$ cat src/rtl/cake_scheduler.sv
// Time-multiplexes N_CAKES renderers onto one VGA plot port, with a periodic shift round.
// Optional macro CAKE_SCHED_TIMEOUT_EN adds a per-cake wait timeout that skips a stuck renderer.
module cake_scheduler #(
  parameter int N_CAKES   = 4,
  parameter int SHIFT_DIV = 4,
  parameter int TIMEOUT   = 255
) (
  input  logic                   clk,
  input  logic                   resetn,
  input  logic                   enable,
  input  logic                   frame_tick,
  input  logic [N_CAKES-1:0]     done_in,
  input  logic [8*N_CAKES-1:0]   x_in,
  input  logic [7*N_CAKES-1:0]   y_in,
  input  logic [3*N_CAKES-1:0]   colour_in,
  output logic [N_CAKES-1:0]     go_cake,
  output logic [N_CAKES-1:0]     go_shift,
  output logic [7:0]             x_out,
  output logic [6:0]             y_out,
  output logic [2:0]             colour_out,
  output logic                   plot,
  output logic                   busy,
  output logic                   frame_done,
  output logic                   overrun,
  output logic                   timeout_err
);

  localparam int IW = (N_CAKES > 1) ? $clog2(N_CAKES) : 1;
  localparam logic [N_CAKES-1:0] ONE_HOT0 = N_CAKES'(1);
  localparam logic [IW-1:0]      IDX_ONE  = IW'(1);
  localparam logic [IW-1:0]      IDX_LAST = IW'(N_CAKES - 1);
  localparam logic [3:0]         CNT_LAST = 4'(SHIFT_DIV - 1);

  // State is left as a plain named register so checkers can bind to it.
  typedef enum logic [2:0] {S_IDLE, S_GO, S_WAIT, S_NEXT, S_SHIFT} state_t;
  state_t        state;
  logic [IW-1:0] index;
  logic [IW-1:0] next_index;
  logic [3:0]    frame_cnt;
  logic          last;
  logic          done_sel;
  logic [7:0]    x_sel;
  logic [6:0]    y_sel;
  logic [2:0]    colour_sel;

  always_comb begin
    done_sel   = 1'b0;
    x_sel      = '0;
    y_sel      = '0;
    colour_sel = '0;
    for (int i = 0; i < N_CAKES; i++) begin
      if (index == IW'(i)) begin
        done_sel   = done_in[i];
        x_sel      = x_in[8*i +: 8];
        y_sel      = y_in[7*i +: 7];
        colour_sel = colour_in[3*i +: 3];
      end
    end
  end

  assign next_index = index + IDX_ONE;
  assign last       = (index == IDX_LAST);
  assign busy       = (state != S_IDLE);
  // Pixel data is only passed through while the selected renderer is drawing.
  assign x_out      = (state == S_WAIT) ? x_sel      : '0;
  assign y_out      = (state == S_WAIT) ? y_sel      : '0;
  assign colour_out = (state == S_WAIT) ? colour_sel : '0;

`ifdef CAKE_SCHED_TIMEOUT_EN
  logic [7:0] wait_cnt;
  logic       timeout_err_q;
  assign timeout_err = timeout_err_q;
`else
  logic [7:0] timeout_unused;
  assign timeout_unused = 8'(TIMEOUT);
  assign timeout_err    = 1'b0;
`endif

  always_ff @(posedge clk or negedge resetn) begin
    if (!resetn) begin
      state      <= S_IDLE;
      index      <= '0;
      frame_cnt  <= '0;
      go_cake    <= '0;
      go_shift   <= '0;
      plot       <= 1'b0;
      frame_done <= 1'b0;
      overrun    <= 1'b0;
`ifdef CAKE_SCHED_TIMEOUT_EN
      wait_cnt      <= '0;
      timeout_err_q <= 1'b0;
`endif
    end else begin
      go_cake    <= '0;
      go_shift   <= '0;
      frame_done <= 1'b0;
      if (frame_tick && state != S_IDLE) overrun <= 1'b1;
      case (state)
        S_IDLE: begin
          if (frame_tick && enable) begin
            state   <= S_GO;
            index   <= '0;
            go_cake <= ONE_HOT0;
          end
        end
        S_GO: begin
          state <= S_WAIT;
          plot  <= 1'b1;
`ifdef CAKE_SCHED_TIMEOUT_EN
          wait_cnt <= '0;
`endif
        end
        S_WAIT: begin
`ifdef CAKE_SCHED_TIMEOUT_EN
          if (done_sel || wait_cnt == 8'(TIMEOUT)) begin
            if (!done_sel) timeout_err_q <= 1'b1;
            state      <= S_NEXT;
            plot       <= 1'b0;
            frame_done <= last;
          end else begin
            wait_cnt <= wait_cnt + 8'd1;
          end
`else
          if (done_sel) begin
            state      <= S_NEXT;
            plot       <= 1'b0;
            frame_done <= last;
          end
`endif
        end
        S_NEXT: begin
          if (!last) begin
            index   <= next_index;
            state   <= S_GO;
            go_cake <= ONE_HOT0 << next_index;
          end else if (frame_cnt == CNT_LAST) begin
            frame_cnt <= '0;
            index     <= '0;
            state     <= S_SHIFT;
            go_shift  <= ONE_HOT0;
          end else begin
            frame_cnt <= frame_cnt + 4'd1;
            index     <= '0;
            state     <= S_IDLE;
          end
        end
        S_SHIFT: begin
          if (last) begin
            state <= S_IDLE;
            index <= '0;
          end else begin
            index    <= next_index;
            go_shift <= ONE_HOT0 << next_index;
          end
        end
        default: begin
          state <= S_IDLE;
          index <= '0;
          plot  <= 1'b0;
        end
      endcase
    end
  end

endmodule

$ cat config.mk
export PLATFORM = sky130hd
export DESIGN_NAME = cake_scheduler
export DESIGN_NICKNAME = d
export VERILOG_FILES = /design/src/rtl/cake_scheduler.sv
export SDC_FILE = /design/constraint.sdc
export NUM_CORES = 1
export LEC_CHECK = 0
export CAP_MARGIN = 20
export CORE_UTILIZATION = 38
export DETAILED_ROUTE_END_ITERATION = 7
export PLACE_DENSITY = 0.86
export SLEW_MARGIN = 10
export SYNTH_ARGS = -nofsm -noshare
export SYNTH_HDL_FRONTEND = slang
export SYNTH_SLANG_ARGS = --single-unit
$ cat constraint.sdc
create_clock -name clk -period 4.2 [get_ports clk]
set_input_delay 1.26 -clock clk [delete_from_list [all_inputs] [get_ports clk]]
set_output_delay 1.26 -clock clk [all_outputs]
set_load 0.01 [all_outputs]
## After elaboration in Yosys (flattened, before gate mapping)

Cells that the tools add are included.

| storage, ports and cells | value |
|---|---|
| register bits after elaboration | 20 |
| input port bits | 80 |
| output and inout bits | 31 |
| word-level logic and storage cells | 75 |

| operators by class | value |
|---|---|
| add/sub/neg operators | 2 |
| equality and inequality tests | 11 |
| shift operators | 1 |
| muxes and demuxes | 39 |
| bitwise gates (word level) | 2 |
| reduce and logical (&&, ||, !) cells | 12 |

Operator list:

| kind | count |
|---|---|
| 8-bit 2-to-1 mux | 5 |
| 7-bit 2-to-1 mux | 5 |
| 3-bit 2-to-1 mux | 10 |
| 4-bit case mux with 2 select lines | 2 |
| 3-bit case mux with 5 select lines | 1 |
| 1-bit 2-to-1 mux | 10 |
| 4-bit 2-to-1 mux | 2 |
| 3-bit by 2-bit equality test with 1-bit output (second input constant) | 2 |
| 2-bit inequality test (second input constant) | 3 |
| 2-bit case mux with 3 select lines | 1 |
| 2-bit AND reduction | 3 |
| 4-bit by 1-bit adder with 4-bit output (second input constant) | 1 |
| 2-bit equality test (second input constant) | 2 |
| 4-bit by 2-bit equality test with 1-bit output (second input constant) | 1 |
| 2-bit 2-to-1 mux | 2 |
| 2-bit OR reduction | 2 |
| 1-bit by 2-bit << shifter with 4-bit output (first input constant) | 1 |
| 3-bit by 1-bit equality test with 1-bit output (second input constant) | 1 |
| 3-bit equality test (second input constant) | 1 |
| 3-bit logical NOT | 1 |
| 1-bit case mux with 3 select lines | 1 |
| 3-bit AND reduction | 1 |
| 3-bit nonzero test | 1 |
| 3-bit OR reduction | 1 |
| other kinds (5) | 7 |

## Longest topological paths before layout

| depth | value |
|---|---|
| depth in word-level cells | 7 |
| depth in mapped cells | 8 |
| mapped depth without buffers | 6 |

## Worst setup path before layout

OpenSTA, ideal clock, no wires.

| timing | value |
|---|---|
| path type | input -> output |
| from | in colour_in[3] |
| to | out colour_out[0] |
| arrival | 1.747 ns |
| path slack | 1.193 ns |
| stages on the path | 3 |
| path buffers | 0 |
| cell sequence | a221o_1 nand3_1 a21oi_1 |

| between the ends | value |
|---|---|
| word-level cells in the longest chain between the ends | 4 |

Ends and longest elaborated chain:

| item | line | RTL |
|---|---|---|
| start: declaration | 15 | `input logic [3*N_CAKES-1:0] colour_in,` |
| 3-bit 2-to-1 mux (3 in series) | 52 | `if (index == IW'(i)) begin` |
| 3-bit 2-to-1 mux | 67 | `assign colour_out = (state == S_WAIT) ? colour_sel : '0;` |
| end: declaration | 20 | `output logic [2:0] colour_out,` |

Every way passes these cells.

## Worst setup path after layout

| timing | value |
|---|---|
| from | in x_in[13] |
| to | out x_out[5] |

| between the ends | value |
|---|---|
| word-level cells in the longest chain between the ends | 4 |

Ends and longest elaborated chain:

| item | line | RTL |
|---|---|---|
| start: declaration | 13 | `input logic [8*N_CAKES-1:0] x_in,` |
| 8-bit 2-to-1 mux (3 in series) | 52 |  |
| 8-bit 2-to-1 mux | 65 | `assign x_out = (state == S_WAIT) ? x_sel : '0;` |
| end: declaration | 18 | `output logic [7:0] x_out,` |

Every way passes these cells.

==> metrics.csv <==
stage;metric;value;unit
sta;clock_skew;2.71;ps
grt;grt_remaining_overflow;0;
logic_synthesis;synth.top_cells.by_count;nand2_1, a21oi_1, dfrtp_1, nand2b_1, nand3_1;
critical_path;startpoint_type;primary input;
sta;period_share;0.944;
die;core;4030;um2
die;boundaryPins;111;
logic_synthesis;synth_area;1610;um2
placed_design;gp_congestion;0.822;
layout;syn2layout_area_growth;73.1;%
sta;timing.final.max_slew_violations;0;
logic_synthesis;syn_inst;204;
routing;drtIter0Drc;97;
logic_synthesis;synth_cell_types;35;
sta;finalSetupTns;0;ps
grt;grt_antenna_before_repair;0;
grt;gr-usage-all-layers;0.224;
die;fp.dieH;67.1;um
power;power_density;541;nW/um2
routing;dr.pass1.iters;4;
critical_path;cp_max_fo;1;
power;max-vdd-ir-drop;0.000305;V
grt;grt_start_max_net_pins;34;
sta;final-setup-viol-count;0;
sta;finalHoldViolations;0;
logic_synthesis;syn_area_per_cell;7.90;um2
layout;antenna_cells;0;
logic_synthesis;syn_nets;291;
logic_synthesis;yosysTopAreaCell;dfrtp_1;
power;power_leakage;1.14;nW
clock_tree;clock-sinks;20;
die;dieArea;4510;um2
placed_design;place_area;2720;um2
placed_design;io_buffers;109;
job;maxCapViolCount;0;
logic_synthesis;ys_ff_latch;20;
worst_hold_path;hold_depth;1;
clock_tree;cts_tree;done;
critical_path;criticalPathCategory;in -> out;
die;start_util;0.400;
logic_synthesis;synth-async-reset-ratio;1.00;
clock_tree;insertion_delay;260;ps
worst_hold_path;hp-class;reg -> reg;
logic_synthesis;ys_top_cells_by_area;dfrtp_1, a221o_1, nand2b_1, a21oi_1, nand2_1;
sta;fin_ws;235;ps
clock_tree;clk_pin_slew;70;ps
critical_path;worstPathRequired;2940;ps
layout;final_area;2790;um2
logic_synthesis;yosys.area.top_type_share;0.311;
clock_tree;cts_buffers;3;
sta;worst_slew_pin_slew;897;ps
critical_path;rr_worst_depth;7;
routing;via_per_inst;5.40;
die;rows;23;
clock_tree;clk_path_buf_depth;2;
sta;fmaxAchievable;252;MHz
sta;slew_headroom;0.402;
logic_synthesis;synth_ff_type;dfrtp_1;
clock_tree;cts_setup_buffers;0;
routing;wl_per_cell;14.9;um
routing;route.vias.total;1900;
logic_synthesis;seq_area_frac_synth;0.311;
routing;routed_wl;5260;um
layout;nets;390;
placed_design;dp_hpwl;3900;um
clock_tree;h-tree-depth;1;
logic_synthesis;ys.warnings.count;0;
critical_path;arrival;2700;ps
grt;grt_pass1_wl;7710;um
sta;fin_crit;3960;ps
placed_design;place_ws;228;ps
logic_synthesis;synth-edff-count;0;
die;die_w;67.1;um
logic_synthesis;yosysMostFrequentCell;nand2_1;
routing;drc;0;
grt;grt_pass1_vias;1664;
outcome;status;completed;
routing;antenna_left;0;
clock_tree;root_buffer;clkbuf_8;
sta;rsz0062_at_grt;false;
critical_path;crit_path_end_kind;output port;
layout;drive_above_1_share;0.0364;
power;finalPower;1.51;mW
layout make-up:
type                            count  area (um2)
Inverter                            6        22.5
Sequential cell                    20         500
Clock buffer                        3        41.3
Timing Repair Buffer              114        1140
Tap cell                           50        62.6
Clock inverter                      1        30.0
Multi-Input combinational cell    158         992
Fill cell                         341        1240
registers in the layout, indices dropped and copies added (netlist names):
name,count
go_cake,4
go_shift,4
index,2
overrun,1
state,3
frame_done,1
plot,1
frame_cnt,4
critical path, cell delays in order:
cell and delay [ps]:
clkdlybuf4s50_1 400, a221o_1 340, nand3_1 90, a21oi_1 70, clkdlybuf4s50_1 530
stage by stage:
step,utilization,hold WS [ps],std cells
after floorplan,-,468,204
after global placement,0.674,438,348
after detailed placement,0.674,460,348
after CTS,0.692,477,352
after global routing,0.693,503,352
final,0.693,474,352
layout by cell type, fill, tap and decap left out, types with 4 or more instances in the layout:
master and count:
clkdlybuf4s50_1 109, nand2_1 28, a21oi_1 21, nand2b_1 20, nand3_1 20, dfrtp_1 20, a221o_1 19, nor2_1 7
ha_1 7, and3_1 6, inv_1 6, o21ai_0 5, buf_4 4
routing by layer:
metal	GRT usage	vias to the layer above	wire [um]
met4	0.0319	0	27
li1	-	926	-
met2	0.421	78	2700
met3	0.0479	5	459
met5	0	-	0
met1	0.261	891	2080
power by group:
group | total (mW) | switching, mW | internal, mW
clock network | 0.189 | 0.0616 | 0.127
logic | 1.04 | 0.513 | 0.526
registers | 0.281 | 0.0439 | 0.237
cells by family after synthesis:
group / Yosys count / share of synthesized area
AO/OA/AOI/OAI: 54 / 0.247
XOR/XNOR: 2 / 0.0109
adder cells (fa/ha/maj): 7 / 0.0543
buffers and inverters: 26 / 0.0753
flip-flops: 20 / 0.311
multiplexers: 1 / 0.00621
other: 1 / 0.00233
AND/OR/NAND/NOR: 93 / 0.293
path summary, 6_finish.rpt:
path / startpoint / to / slack [ps]
min: overrun$_DFFE_PN0P_ / overrun$_DFFE_PN0P_ / 470
max in group asynchronous: resetn / frame_done$_DFF_PN0_ / 2190
min in group asynchronous: resetn / state[2]$_DFFE_PN0P_ / 1490
max reg2reg: index[0]$_DFFE_PN0P_ / plot$_DFFE_PN0P_ / 2040
min reg2reg: overrun$_DFFE_PN0P_ / overrun$_DFFE_PN0P_ / 470
max: x_in[13] / x_out[5] / 240
timing repair:
item / CTS / global route
endpoints found under the hold margin: 0 / 0
hold buffers: 0 / 0
endpoints found under the setup margin: 0 / 1
gates resized for setup: 0 / 1
Note: power is estimated with default switching activity, not from simulation.
